$ cat src/rtl/mem_if_pkg.sv
// mem_if_pkg
// Shared definitions for the processor-side memoryModule initiator:
//   - cntrl encodings driven towards memoryModule
//   - FSM state type and state constants
//   - packed request record held in the one-entry buffer
// The module parameters ADDR_W / DATA_W of mem_requester are expected to
// equal REQ_ADDR_W / REQ_DATA_W, because the request record is fixed-width.
package mem_if_pkg;

  localparam int REQ_ADDR_W = 8;
  localparam int REQ_DATA_W = 8;

  localparam logic [1:0] CNTRL_NOP   = 2'b00;
  localparam logic [1:0] CNTRL_READ  = 2'b01;
  localparam logic [1:0] CNTRL_WRITE = 2'b10;

  typedef logic [1:0] state_t;
  localparam state_t ST_IDLE    = 2'd0;
  localparam state_t ST_BUSY    = 2'd1;
  localparam state_t ST_RELEASE = 2'd2;

  typedef struct packed {
    logic                  write;
    logic                  indirect;
    logic [REQ_ADDR_W-1:0] addr;
    logic [REQ_DATA_W-1:0] data;
  } req_t;

endpackage

$ cat src/rtl/mem_requester_req_buffer.sv
// req_buffer
// One-entry holding register between the CPU request handshake and the
// memory-side FSM.
// Ports:
//   clk, clr    clock, asynchronous active-low reset
//   push_valid  request offered
//   push_ready  buffer empty; request taken on push_valid & push_ready
//   push_req    request record offered
//   pop         FSM consumes the held entry this cycle
//   full        an entry is held
//   head        the held entry
module req_buffer
  import mem_if_pkg::*;
(
  input  logic clk,
  input  logic clr,
  input  logic push_valid,
  output logic push_ready,
  input  req_t push_req,
  input  logic pop,
  output logic full,
  output req_t head
);

  assign push_ready = ~full;

  // The pop is applied first: a push in the same cycle leaves the buffer
  // full with the new entry. With push_ready = ~full the two never coincide
  // through the handshake, but the ordering is kept explicit.
  always_ff @(posedge clk or negedge clr) begin
    if (!clr) begin
      full <= 1'b0;
      head <= '0;
    end else if (push_valid && push_ready) begin
      full <= 1'b1;
      head <= push_req;
    end else if (pop) begin
      full <= 1'b0;
    end
  end

endmodule

$ cat src/rtl/mem_requester.sv
// mem_requester
// Processor-side initiator for the memoryModule port. Buffers one CPU
// load/store request, drives start/cntrl/addr/dataIn/isIndirect and holds
// them until dataReady, then returns dataOut as a one-cycle response.
// A saturating timer turns a stalled memory into an error response.
//
// Handshake: a CPU request transfers on a rising edge where
// reqValid & reqReady are both 1; reqReady does not depend on reqValid.
// Responses (rspValid) are single-cycle pulses with no backpressure.
//
// Ports:
//   clk, clr                  clock, asynchronous active-low reset
//   reqValid/reqReady         CPU request handshake
//   reqWrite, reqIndirect     1 = store / address is a pointer location
//   reqAddr, reqData          request address / store data
//   rspValid, rspData, rspErr response pulse, captured dataOut, timeout flag
//   busy                      FSM not idle
//   start, cntrl, isIndirect, addr, dataIn   to memoryModule
//   dataOut, dataReady        from memoryModule
//   fsm_state                 current FSM state (observability)
module mem_requester
  import mem_if_pkg::*;
#(
  parameter int ADDR_W  = REQ_ADDR_W,
  parameter int DATA_W  = REQ_DATA_W,
  parameter int TIMEOUT = 64
) (
  input  logic              clk,
  input  logic              clr,
  input  logic              reqValid,
  output logic              reqReady,
  input  logic              reqWrite,
  input  logic              reqIndirect,
  input  logic [ADDR_W-1:0] reqAddr,
  input  logic [DATA_W-1:0] reqData,
  output logic              rspValid,
  output logic [DATA_W-1:0] rspData,
  output logic              rspErr,
  output logic              busy,
  output logic              start,
  output logic [1:0]        cntrl,
  output logic              isIndirect,
  output logic [ADDR_W-1:0] addr,
  output logic [DATA_W-1:0] dataIn,
  input  logic [DATA_W-1:0] dataOut,
  input  logic              dataReady,
  output state_t            fsm_state
);

  localparam int TMR_W = (TIMEOUT > 1) ? $clog2(TIMEOUT) : 1;
  localparam logic [TMR_W-1:0] TMR_LAST = TMR_W'(TIMEOUT - 1);

  state_t           state;
  logic [TMR_W-1:0] timer;
  req_t             push_req;
  req_t             head;
  logic             full;
  logic             pop;

  assign push_req = '{write: reqWrite, indirect: reqIndirect,
                      addr: reqAddr, data: reqData};

  // The FSM consumes the buffered request on the same edge it launches it.
  assign pop       = (state == ST_IDLE) && full;
  assign busy      = (state != ST_IDLE);
  assign fsm_state = state;

  req_buffer u_buf (
    .clk        (clk),
    .clr        (clr),
    .push_valid (reqValid),
    .push_ready (reqReady),
    .push_req   (push_req),
    .pop        (pop),
    .full       (full),
    .head       (head)
  );

  always_ff @(posedge clk or negedge clr) begin
    if (!clr) begin
      state      <= ST_IDLE;
      timer      <= '0;
      start      <= 1'b0;
      cntrl      <= CNTRL_NOP;
      addr       <= '0;
      dataIn     <= '0;
      isIndirect <= 1'b0;
      rspValid   <= 1'b0;
      rspData    <= '0;
      rspErr     <= 1'b0;
    end else begin
      rspValid <= 1'b0;
      case (state)
        ST_IDLE: begin
          if (full) begin
            cntrl      <= head.write ? CNTRL_WRITE : CNTRL_READ;
            addr       <= head.addr;
            dataIn     <= head.data;
            isIndirect <= head.indirect;
            start      <= 1'b1;
            timer      <= '0;
            state      <= ST_BUSY;
          end
        end
        ST_BUSY: begin
          // Memory-side outputs are untouched here so they stay stable.
          if (dataReady) begin
            rspData  <= dataOut;
            rspValid <= 1'b1;
            rspErr   <= 1'b0;
            start    <= 1'b0;
            cntrl    <= CNTRL_NOP;
            timer    <= '0;
            state    <= ST_RELEASE;
          end else if (timer == TMR_LAST) begin
            // Timer is left at its last value so RELEASE exits at once.
            rspData  <= '0;
            rspValid <= 1'b1;
            rspErr   <= 1'b1;
            start    <= 1'b0;
            cntrl    <= CNTRL_NOP;
            state    <= ST_RELEASE;
          end else begin
            timer <= timer + TMR_W'(1);
          end
        end
        ST_RELEASE: begin
          // Wait for the memory to drop dataReady so a held level is not
          // mistaken for the completion of the next operation.
          if (!dataReady || timer == TMR_LAST) begin
            state <= ST_IDLE;
          end else begin
            timer <= timer + TMR_W'(1);
          end
        end
        default: begin
          state <= ST_IDLE;
        end
      endcase
    end
  end

endmodule

$ cat config.mk
export PLATFORM = sky130hd
export DESIGN_NAME = mem_requester
export DESIGN_NICKNAME = d
export VERILOG_FILES = /design/src/rtl/mem_if_pkg.sv /design/src/rtl/mem_requester_req_buffer.sv /design/src/rtl/mem_requester.sv
export SDC_FILE = /design/constraint.sdc
export NUM_CORES = 1
export LEC_CHECK = 0
export BUFFER_PORTS_ARGS = -buffer_cell sky130_fd_sc_hd__buf_2
export CORE_UTILIZATION = 45
export CTS_CLUSTER_DIAMETER = 120
export DETAILED_ROUTE_END_ITERATION = 10
export PLACE_DENSITY = 0.72
export SETUP_SLACK_MARGIN = 0.02
export SYNTH_ARGS = -nofsm -noshare
export SYNTH_HDL_FRONTEND = slang
export SYNTH_HIERARCHICAL = 1
export SYNTH_SLANG_ARGS = --single-unit
$ cat constraint.sdc
create_clock -name clk -period 1.8 [get_ports clk]
set_clock_uncertainty 0.1 [all_clocks]
set_input_delay 0.09 -clock clk [delete_from_list [all_inputs] [get_ports clk]]
set_output_delay 0.09 -clock clk [all_outputs]
set_load 0.1 [all_outputs]
Word-level counts from Yosys, hierarchy flattened
Cells that the tools add are included.
{ "word_totals": {"reg_bits": 57, "latch_bits": 0, "ramBits": 0, "romBits": 0, "in_bits": 30, "output_inout_bits": 34, "n_memories": 0} }
{ "op_classes": {"addsub": 1, "n_mul": 0, "div": 0, "n_lt_le_gt_ge": 0, "eq_ne": 8, "shifts": 0, "n_mux": 28, "bitwise": 1, "reduce_logical": 15} }
{ "op_table": {"columns": ["operator", "n"], "rows": [
  ["6-bit 2-to-1 mux", 4],
  ["6-bit one-hot mux with 3 select lines", 1],
  ["2-bit 2-to-1 mux", 8],
  ["8-bit 2-to-1 mux", 2],
  ["1-bit 2-to-1 mux", 10],
  ["2-bit nonzero test", 4],
  ["6-bit by 1-bit adder with 6-bit output, second input constant", 1],
  ["6-bit equality test, second input constant", 1],
  ["3-bit inequality test, second input constant", 2],
  ["2-bit one-hot mux with 3 select lines", 1],
  ["3-bit AND reduction", 2],
  ["2-bit inequality test, second input constant", 2],
  ["2-bit one-hot mux with 2 select lines", 1],
  ["2-bit AND reduction", 2],
  ["4-bit AND reduction", 1],
  ["3-bit nonzero test", 1],
  ["2-bit by 1-bit equality test with 1-bit output, second input constant", 1],
  ["2-bit equality test, second input constant", 1],
  ["1-bit logical AND", 2],
  ["2-bit logical NOT", 1],
  ["2-bit by 1-bit inequality test with 1-bit output, second input constant", 1],
  ["1-bit one-hot mux with 2 select lines", 1],
  ["1-bit logical NOT", 1],
  ["1-bit logical OR", 1],
  ["1-bit NOT", 1]
]} }

Logic depth before layout (Yosys ltp)
Gate-level depths: netlist of run 1.
{ "logic_depth": {"ltp_word": 4, "depth_mapped": 8} }

Cells and area by module
Netlist of run 1, hierarchy kept.
{ "by_module_without_submodules": {"columns": ["module", "instances", "cells_per_inst", "area_each_um2", "seq_area_each_um2"], "rows": [
  ["mem_requester", 1, 135, 1682.9, 950.9],
  ["req_buffer", 1, 42, 752.0, 475.5]
]} }

Worst setup path after synthesis of run 1
Ideal clock, no wire load.
{ "synth_timing": {"path_type": "reg2reg", "from": "reg state[0], in the netlist fsm_state[0]", "to": "reg timer[4]", "arrival_ps": 2990, "t_required_ps": 1596, "path_slack_ps": -1394, "stages_incl_launch_ff": 8, "path_buffers": 0, "synth_period_minus_slack_ps": 3194, "cell_sequence": "dfrtp_1 > inv_1 > ha_1 > inv_1 > nor2_1 > a211o_1 > nand2b_4 > o41ai_2"} }
{ "synth_via": {"elab_chain_len": 3} }
{ "synth_rtl": {"columns": ["element", "line_no", "text"], "rows": [
  ["start: declaration", "mem_requester.sv:53", "state_t state;"],
  ["start signal: assignment", "mem_requester.sv:81", "state <= ST_IDLE;"],
  ["start signal: assignment", "mem_requester.sv:102", "state <= ST_BUSY;"],
  ["start signal: assignment", "mem_requester.sv:114", "state <= ST_RELEASE;"],
  ["2-bit by 1-bit equality test with 1-bit output, or another cell as far along", "mem_requester.sv:93", "case (state)"],
  ["3-bit inequality test (no source line), or another cell as far along", null, null],
  ["4-bit AND reduction (no source line)", null, null],
  ["end signal: assignment", "mem_requester.sv:124", "timer <= timer + TMR_W'(1);"],
  ["end signal: assignment", "mem_requester.sv:133", "timer <= timer + TMR_W'(1);"],
  ["end: declaration", "mem_requester.sv:54", "logic [TMR_W-1:0] timer;"]
]} }
Several ways; a longest one is shown, not always the timed one.
A chain may end at the register's enable or synchronous reset.

Worst setup path in the final report of run 1
{ "layout_timing": {"from": "reg timer[0]", "to": "reg timer[2]"} }
{ "layout_via": {"elab_chain_len": 4} }
{ "layout_rtl": {"columns": ["element", "line_no"], "rows": [
  ["6-bit by 1-bit adder with 6-bit output or 6-bit equality test (tied branches)", null],
  ["6-bit 2-to-1 mux or 1-bit logical OR (tied branches)", "mem_requester.sv:115, mem_requester.sv:130"],
  ["6-bit 2-to-1 mux or 2-bit inequality test (tied branches)", null],
  ["6-bit one-hot mux with 3 select lines or 4-bit AND reduction (tied branches)", null]
]} }
Several ways; a longest one is shown, not always the timed one. The select of a mux whose other input is x is not followed.

==> reports/results.tsv, run 1 <==
stage	metric	value	unit
run_status	status	finished, violations left	
run_status	violations	setup timing	
synth	synth_xor_area_share	0	%
sta	finalWorstSetupSlack	-81.2	ps
detailed_routing	ant_nets	0	
clock_network	insertion_delay	330	ps
floorplan	die_w	75.6	microns
clock_network	htreeDepth	3	
worst_setup_path	critPathMaxStageDelay	390	ps
floorplan	core	5170	sq um
synth	synthCells	177	
grt	grt_usage	20.4	%
sta	setup_viol	5	
placement	numPortBuffers	63	
cells_and_area	fin_cells	360	
detailed_routing	viasPerCell	5.01	
worst_setup_path	endpoint_kind	flop	
sta	period_share	105	%
worst_setup_path	path_buf_inv	0	
worst_setup_path	rrSetupSlack	-80	ps
worst_setup_path	crit_chain	ha_2, and3_4, nor2b_4, a211o_4, o31ai_2, o31ai_2	
worst_setup_path	slowest_stage	dfrtp_1	
hold_path	holdCritPathClass	input port to asynchronous set/reset pin	
sta	slew_headroom	66.6	%
grt	antenna_found_initial	0	
synth	syn_nets	213	
synth	ys_types	35	
synth	ys_warn_count	6	
synth	synth_compound_area_share	10.7	%
clock_network	clk_pin_slew	70	ps
worst_setup_path	crit_type	flop to flop	
floorplan	die-area	5710	sq um
grt	grt_overflow_total	0	
synth	synth_top_family_by_area	multiplexers	
floorplan	io_pins	64	
grt	grt_pass1_vias	1747	
detailed_routing	wl	5300	microns
worst_setup_path	critPathArrivalTime	1990	ps
placement	place_inst	319	
cells_and_area	fillers	403	
clock_network	clock_sinks	57	
cells_and_area	nets	323	
detailed_routing	dr.pass1.iters	4	
job	drv_cap	0	
grt	grt_max_degree	24	
synth	synth.mux.area_fraction	17.6	%
synth	syn_area	2430	sq um
sta	timing.fmax	532	MHz
clock_network	cts_made_buffers	9	
cells_and_area	diodes	0	
worst_setup_path	cp.required	1910	ps
cells_and_area	drive_above_1_share	52.4	%
clock_network	cts_tree	done	
worst_setup_path	cp_common_cell	o31ai_2	
sta	final-max-slew-violation-count	0	
synth	yosysSeqAreaShare	58.6	%
floorplan	initial_core_util	47.1	%
synth	yosys_register_bits	57	
detailed_routing	detail_route.wl_per_cell	14.7	microns
detailed_routing	via_count	1802	
cells_and_area	final_common_cell	buf_2	
worst_setup_path	timing.rr.end	timer[2]	
detailed_routing	route.detailed.drc	0	
worst_setup_path	regToRegStartpoint	timer[0]	
synth	synthAdderAreaFrac	3.08	%
worst_setup_path	crit_fanout	6	
grt	grt_pass1_wl	8290	microns
synth	post_synth_and_or_nand_nor_area_fraction	6.89	%
placement	dpl.hpwl	3330	microns
detailed_routing	first_iter_violations	51	
placement	globalplace.congestion	0.818	
synth	syn_avg_cell_area	13.8	sq um
clock_network	clockRootBuffer	clkbuf_8	
cells_and_area	syn_to_final_growth	43.1	%
sta	rsz0062_at_grt	yes	
clock_network	cts_setup_buffers	0	
floorplan	rows	26	
clock_network	clock_path_buffers	2	
sta	fin_crit	1880	ps
sta	worstMarginPinSlew	505	ps
sta	hold_viol_final	0	
worst_setup_path	cp-start-kind	flop	
worst_setup_path	crit_family	compound AO/OA/AOI/OAI gates	
worst_setup_path	rr_worst_depth	6	
cells_and_area	final_cell_mix	buf_2, dfrtp_1, dlygate4sd3_1, mux2_2, buf_4	
floorplan	die_h	75.6	microns
how the worst max path moves through the flow:
stage / startpoint / endpoint / slack, ps / depth (start not counted)
2_1_floorplan: fsm_state[1] / timer[1] / -430 / 7
5_1_grt: timer[0] / timer[2] / -150 / 6
3_5_place_dp: timer[0] / timer[1] / -110 / 6
6_report: timer[0] / timer[2] / -80 / 6
3_3_place_gp: timer[0] / timer[4] / -40 / 6
4_1_cts: timer[0] / timer[4] / -50 / 6
layer usage:
metal	GRT usage, %	wire [microns]	part of all wire (%)
met1	26.7	2410	45
met3	5.42	197	3.7
met2	30.8	2550	48
met4	11.7	148	2.8
met5	0	0	0
synth_stat cells:
library cell | n | area, sq um
a211o_1 | 1 | 8.76
a21boi_1 | 1 | 7.51
a21o_1 | 2 | 15.0
a21oi_1 | 2 | 10.0
a22o_1 | 8 | 70.1
a22oi_1 | 1 | 7.51
a31oi_1 | 2 | 12.5
and2_1 | 1 | 6.26
and3_1 | 2 | 12.5
buf_2 | 1 | 5.00
buf_6 | 2 | 22.5
clkbuf_1 | 3 | 11.3
dfrtp_1 | 57 | 1430
ha_1 | 6 | 75.1
inv_1 | 10 | 37.5
mux2_2 | 26 | 293
mux2_4 | 9 | 135
nand2_1 | 5 | 18.8
nand2b_1 | 2 | 12.5
nand2b_4 | 1 | 13.8
nand3_1 | 3 | 15.0
nand3b_1 | 1 | 7.51
nor2_1 | 6 | 22.5
nor2b_1 | 2 | 12.5
nor2b_4 | 2 | 27.5
nor3_1 | 1 | 5.00
nor4_1 | 1 | 6.26
o21ai_0 | 6 | 30.0
o21ai_1 | 1 | 5.00
o21ai_2 | 2 | 17.5
o21bai_1 | 2 | 15.0
o22a_1 | 1 | 8.76
o31ai_1 | 5 | 37.5
o41ai_2 | 1 | 16.3
or2b_1 | 1 | 7.51
per-stage QoR:
step / hold slack, ps / setup WS, ps / util, % / TNS (ps) / area, sq um
6_report: 153 / -81.2 / 67.4 / -287 / 3480
5_1_grt: 198 / -145 / 67.4 / -538 / 3480
2_1_floorplan: -306 / -431 / - / -3350 / 2470
3_3_place_gp: -16.3 / -44.4 / 57.2 / -60.1 / 2960
4_1_cts: 145 / -46.1 / 66.6 / -111 / 3440
3_5_place_dp: -13.0 / -107 / 57.2 / -287 / 2960
worst reg2reg max path: cells and delay by family, from the launching register on:
kind	cells	cell delay, ps
flip-flops	1	390
AND/OR/NAND/NOR	2	300
AO/OA/AOI/OAI	3	750
adder cells (fa/ha/maj)	1	200
layout make-up:
| type | count | area, sq um | area share, % |
|---|---|---|---|
| Clock buffer | 11 | 151 | 4.34 |
| Clock inverter | 3 | 17.5 | 0.503 |
| Inverter | 10 | 46.3 | 1.33 |
| Multi-Input combinational cell | 104 | 1040 | 29.8 |
| Sequential cell | 57 | 1430 | 41.1 |
| Tap cell | 70 | 87.6 | 2.51 |
| Timing Repair Buffer | 105 | 711 | 20.4 |
sequential cells by signal, summed over array words and instances, names as in the netlist:
name and flops:
cntrl 2, rspData 8, rspValid 1, start 1, dataIn 8, u_buf/head 18, fsm_state 2, isIndirect 1
addr 8, timer 6, rspErr 1, u_buf/full 1
cell families after synthesis:
group | after synthesis
flip-flops | 57
AO/OA/AOI/OAI | 35
multiplexers | 35
AND/OR/NAND/NOR | 28
buffers and inverters | 16
adder cells (fa/ha/maj) | 6
timing repair:
item,in CTS,in global routing
endpoints found under the hold margin,47,0
hold buffers,27,0
gates resized for setup,9,7
pin swaps,4,2
setup endpoints to repair,6,8
Power of run 1 is left out: the tool's default activity adds up to more than one toggle a clock period on the data nets, which glitch-free logic cannot reach.
==> run 2: changes to the inputs <==
--- a/config.mk
+++ b/config.mk
@@ -6,12 +6,15 @@
 export NUM_CORES = 1
 export LEC_CHECK = 0
 export BUFFER_PORTS_ARGS = -buffer_cell sky130_fd_sc_hd__buf_2
-export CORE_UTILIZATION = 45
+export CELL_PAD_IN_SITES_DETAIL_PLACEMENT = 1
+export CELL_PAD_IN_SITES_GLOBAL_PLACEMENT = 2
+export CORE_UTILIZATION = 31
 export CTS_CLUSTER_DIAMETER = 120
 export DETAILED_ROUTE_END_ITERATION = 10
-export PLACE_DENSITY = 0.72
+export PLACE_DENSITY_LB_ADDON = 0.1
 export SETUP_SLACK_MARGIN = 0.02
 export SYNTH_ARGS = -nofsm -noshare
 export SYNTH_HDL_FRONTEND = slang
 export SYNTH_HIERARCHICAL = 1
 export SYNTH_SLANG_ARGS = --single-unit
+export TNS_END_PERCENT = 10
==> run 2 against run 1 <==
Compared with the run above: the flow still finishes with violations (setup timing); sequential cell count unchanged; global-route usage decreased by 5.2 points; fmax increased by 2.9%; critical path depth unchanged; highest routed layer unchanged.
==> reports/results.tsv, run 2 (synthesis results as in run 1) <==
stage	metric	value	unit
run_status	status	finished, violations left	
run_status	violations	setup timing	
hold_path	hold_depth	4	
sta	rsz0062_at_grt	yes	
floorplan	die_h	90.6	microns
clock_network	cts_tree	done	
job	drv_cap	0	
clock_network	clock_sinks	57	
cells_and_area	top_register	u_buf/head	
worst_setup_path	crit_type	flop to flop	
grt	grt_pass1_vias	2000	
worst_setup_path	crit_fanout	6	
clock_network	cts_setup_buffers	0	
sta	fin_crit	1830	ps
cells_and_area	largest_reg_flops	18	
sta	holdWs	160	ps
cells_and_area	final_common_cell	buf_2	
cells_and_area	diodes	0	
grt	grt_max_degree	58	
hold_path	holdCritPathClass	input port to flop	
worst_setup_path	endpoint_kind	flop	
detailed_routing	wl	5600	microns
grt	grt_usage	15.2	%
detailed_routing	route.detailed.drc	0	
clock_network	clockRootBuffer	clkbuf_8	
detailed_routing	via_count	1815	
floorplan	die-area	8210	sq um
worst_setup_path	cp-start-kind	flop	
worst_setup_path	critPathMaxStageDelay	400	ps
worst_setup_path	slowest_stage	dfrtp_1	
sta	worstMarginPinSlew	520	ps
sta	final-max-slew-violation-count	0	
sta	period_share	102	%
grt	antenna_found_initial	0	
clock_network	htreeDepth	3	
cells_and_area	final_cell_mix	buf_2, dfrtp_1, dlygate4sd3_1, mux2_2, buf_4	
detailed_routing	dr.pass1.iters	4	
worst_setup_path	crit_chain	ha_2, and3_4, nor2b_4, a211o_4, nand2b_4, o31ai_1	
grt	grt_pass1_wl	9710	microns
floorplan	initial_core_util	32.9	%
worst_setup_path	cp.required	1930	ps
placement	globalplace.congestion	0.716	
clock_network	clk_pin_slew	70	ps
cells_and_area	nets	325	
cells_and_area	drive_above_1_share	51.4	%
sta	timing.fmax	547	MHz
floorplan	core	7410	sq um
floorplan	rows	31	
sta	slew_headroom	65.6	%
worst_setup_path	critPathArrivalTime	1960	ps
sta	hold_viol_final	0	
cells_and_area	fillers	783	
grt	grt_overflow_total	0	
detailed_routing	detail_route.wl_per_cell	14.2	microns
cells_and_area	syn_to_final_growth	43.4	%
sta	setup_viol	5	
placement	dpl.hpwl	3760	microns
clock_network	cts_made_buffers	9	
worst_setup_path	rr_worst_depth	6	
floorplan	die_w	90.6	microns
sta	finalWorstSetupSlack	-27.3	ps
floorplan	io_pins	64	
detailed_routing	first_iter_violations	24	
clock_network	insertion_delay	330	ps
clock_network	clock_path_buffers	2	
placement	numPortBuffers	63	
detailed_routing	ant_nets	0	
detailed_routing	viasPerCell	4.62	
-- run 2: layout make-up --
cell class	count	area, sq um	share of cell area, %
clock buffers	11	141	4.05
clock inverters	5	31.3	0.896
inverters	10	46.3	1.33
multi-input cells	104	990	28.3
flip-flops and latches	57	1430	41.1
well taps	99	124	3.55
repair buffers	107	726	20.8
-- run 2: worst paths after layout --
check	startpoint	end	slack, ps
setup / recovery	timer[1]	timer[2]	-30
hold / removal	dataReady	rspValid	160
setup reg to reg	timer[1]	timer[2]	-30
hold reg to reg	cntrl[0]	cntrl[0]	400
max in group asynchronous	clr	fsm_state[0]	1120
min in group asynchronous	clr	timer[2]	190
-- run 2: layer usage --
metal,routed length [microns],up-vias,GRT usage (%)
li1,-,859,-
met3,307,9,4.29
met5,0,-,0
met1,2440,905,18.6
met2,2740,42,24.4
met4,102,0,7.66
-- run 2: critical path, delay by kind of cell (launching register included) --
family	cells	cell delay [ps]
compound gates	2	570
fa+ha+maj	1	190
flops	1	400
simple gates	3	470
-- run 2: metrics by stage --
step	cells	utilization (%)	area [sq um]	TNS (ps)	setup slack [ps]
2_1_floorplan	177	-	2470	-4570	-431
3_3_place_gp	350	40.6	3010	-146	-61.1
3_5_place_dp	350	40.6	3010	-288	-98.4
4_1_cts	393	46.9	3480	-146	-43.7
5_1_grt	393	47.1	3490	-656	-134
6_report	393	47.1	3490	-75.3	-27.3
-- run 2: timing repair --
action | 4_1_cts | 5_1_grt
setup endpoints to repair | 6 | 15
hold endpoints to repair | 83 | 0
resized for setup | 5 | 4
gates cloned | 0 | 0
hold buffers | 27 | 0
pin swaps | 2 | 1
Power of run 2 is left out for the same reason.
==> run 3: changes to the inputs <==
--- a/config.mk
+++ b/config.mk
@@ -13,8 +13,8 @@
 export DETAILED_ROUTE_END_ITERATION = 10
 export PLACE_DENSITY_LB_ADDON = 0.1
 export SETUP_SLACK_MARGIN = 0.02
+export SKIP_CTS_REPAIR_TIMING = 1
 export SYNTH_ARGS = -nofsm -noshare
 export SYNTH_HDL_FRONTEND = slang
-export SYNTH_HIERARCHICAL = 1
 export SYNTH_SLANG_ARGS = --single-unit
 export TNS_END_PERCENT = 10
==> run 3 against run 2 <==
Compared with the run above: global-route usage fell by 0.78 points; the run still ends with setup timing left; synthesized area fell by 2.1%; register-to-register slack barely moved; wire length rose by 6.1%; worst hold slack got worse by 40 ps; sequential cell count did not move; via count fell by 0.33%; worst setup slack got worse by 11 ps; highest routed layer unchanged; critical path type unchanged.
==> reports/results.tsv, run 3 <==
stage	metric	value	unit
synth	syn_area	2380	sq um
worst_setup_path	crit_fanout	6	
grt	antenna_found_initial	0	
sta	final-max-slew-violation-count	0	
synth	yosysSeqAreaShare	59.8	%
synth	yosys_register_bits	57	
worst_setup_path	cp-start-kind	flop	
run_status	status	finished, violations left	
worst_setup_path	critPathArrivalTime	1970	ps
cells_and_area	final_cell_mix	buf_2, dfrtp_1, mux2_2, dlygate4sd3_1, buf_4	
run_status	violations	setup timing	
sta	slew_headroom	66.6	%
clock_network	clk_pin_slew	70	ps
clock_network	cts_tree	done	
detailed_routing	top_layer	met4	
job	drv_cap	0	
floorplan	io_pins	64	
floorplan	die_w	89.7	microns
worst_setup_path	slowest_stage	dfrtp_1	
clock_network	cts_made_buffers	9	
detailed_routing	detail_route.wl_per_cell	15.0	microns
cells_and_area	top_register	u_buf.head	
synth	ys_types	34	
detailed_routing	viasPerCell	4.57	
cells_and_area	final_common_cell	buf_2	
floorplan	rows	31	
placement	globalplace.congestion	0.713	
cells_and_area	drive_above_1_share	52.9	%
placement	numPortBuffers	63	
cells_and_area	final_cell_area	3530	sq um
worst_setup_path	cp.required	1930	ps
synth	yosys.area.top_type_share	59.8	%
worst_setup_path	crit_chain	ha_2, and3_4, nor2b_4, a211o_4, nand2b_4, o41ai_2	
detailed_routing	ant_nets	0	
floorplan	initial_core_util	32.5	%
sta	rsz0062_at_grt	yes	
worst_setup_path	endpoint_kind	flop	
clock_network	clock_sinks	57	
cells_and_area	diodes	0	
synth	syn_nets	212	
cells_and_area	syn_to_final_growth	48.1	%
synth	synthTopCellsByCount	dfrtp_1, mux2_2, inv_1	
sta	setup_viol	5	
detailed_routing	wl_met2	3000	microns
detailed_routing	dr_wl_met3	179	microns
detailed_routing	via_count	1809	
clock_network	clock_path_buffers	2	
synth	synth-edff-count	0	
sta	fin_crit	1840	ps
grt	grt_max_degree	29	
sta	worstMarginPinSlew	504	ps
clock_network	htreeDepth	3	
worst_setup_path	crit_type	flop to flop	
clock_network	clockRootBuffer	clkbuf_8	
synth	ys.flop_type	dfrtp_1	
sta	timing.fmax	544	MHz
grt	grt_overflow_total	0	
detailed_routing	route.detailed.drc	0	
synth	synth-async-reset-ratio	100	%
sta	finalWorstSetupSlack	-37.9	ps
synth	synthTopCellsByArea	dfrtp_1, mux2_2, ha_1	
floorplan	die-area	8050	sq um
grt	grt_pass1_vias	1715	
sta	hold_viol_final	0	
cells_and_area	largest_reg_flops	18	
synth	ys_warn_count	0	
sta	period_share	102	%
synth	syn_avg_cell_area	13.5	sq um
grt	grt_usage	14.4	%
placement	pre_cts_ws	-79.5	ps
placement	dpl.hpwl	4000	microns
synth	yosys.area.top_type	dfrtp_1	
grt	grt_pass1_wl	8980	microns
worst_setup_path	critPathMaxStageDelay	390	ps
worst_setup_path	crit_family	compound AO/OA/AOI/OAI gates	
sta	holdWs	119	ps
detailed_routing	wl_met1	2690	microns
detailed_routing	first_iter_violations	53	
detailed_routing	dr.pass1.iters	4	
cells_and_area	nets	328	
placement	place_area	3020	sq um
synth	synthCells	176	
synth	yosysMostFrequentCell	dfrtp_1	
worst_setup_path	path_buf_inv	0	
floorplan	die_h	89.7	microns
floorplan	core	7330	sq um
clock_network	insertion_delay	320	ps
detailed_routing	wl	5940	microns
hold_path	holdCritPathClass	input port to asynchronous set/reset pin	
[run 3: cell count changes after synthesis]
| cell | change |
|---|---|
| mux2_2 | +9 |
| o21bai_1 | -1 |
| buf_6 | -2 |
| o21a_1 | +1 |
| inv_1 | -1 |
| buf_2 | +2 |
| mux2_4 | -9 |
[run 3: logic make-up (layout without fill, tap and decap cells)]
group / Yosys count / count (layout) / share of synthesized area [%]
DFF: 57 / 57 / 59.8
adders and majority gates: 6 / 6 / 3.15
buffers and inverters: 15 / 136 / 2.52
and+or+nand+nor: 28 / 28 / 7.03
muxes: 35 / 35 / 16.5
AOI/OAI and AO/OA: 35 / 35 / 11.0
[run 3: path summary, 6_finish.rpt]
kind | startpoint | endpoint | slack [ps] | depth (start not counted)
max reg2reg | timer[0] | timer[4] | -40 | 6
max | timer[0] | timer[4] | -40 | 6
min in group clk | dataReady | rspValid | 180 | 4
min reg2reg | cntrl[0] | cntrl[0] | 390 | 2
min | clr | rspData[5] | 120 | 2
max in group asynchronous | clr | addr[1] | 790 | 4
[run 3: cell type report]
| cell class | instances | area [sq um] |
|---|---|---|
| Multi-Input combinational cell | 104 | 985 |
| Timing Repair Buffer | 111 | 783 |
| Clock inverter | 6 | 35.0 |
| Tap cell | 99 | 124 |
| Inverter | 9 | 42.5 |
| Sequential cell | 57 | 1430 |
| Fill cell | 777 | 3800 |
| Clock buffer | 10 | 128 |
[run 3: layer usage]
layer | GRT usage [%] | vias up
met1 | 19.3 | 913
met2 | 21.5 | 29
met3 | 3.98 | 5
li1 | - | 862
met5 | 0 | -
met4 | 6.97 | 0
[run 3: worst register-to-register path: stages (launching register included)]
cell	delay (ps)
dfrtp_1	390
ha_2	190
and3_4	180
nor2b_4	120
a211o_4	380
nand2b_4	190
o41ai_2	190
[run 3: stage by stage]
stage	instances	TNS [ps]	util [%]
final	396	-117	48.2
after global routing	396	-568	48.2
after CTS	368	-362	43.4
after detailed placement	352	-281	41.2
after floorplan	176	-4700	-
after global placement	352	-188	41.2
Power of run 3 is left out for the same reason.
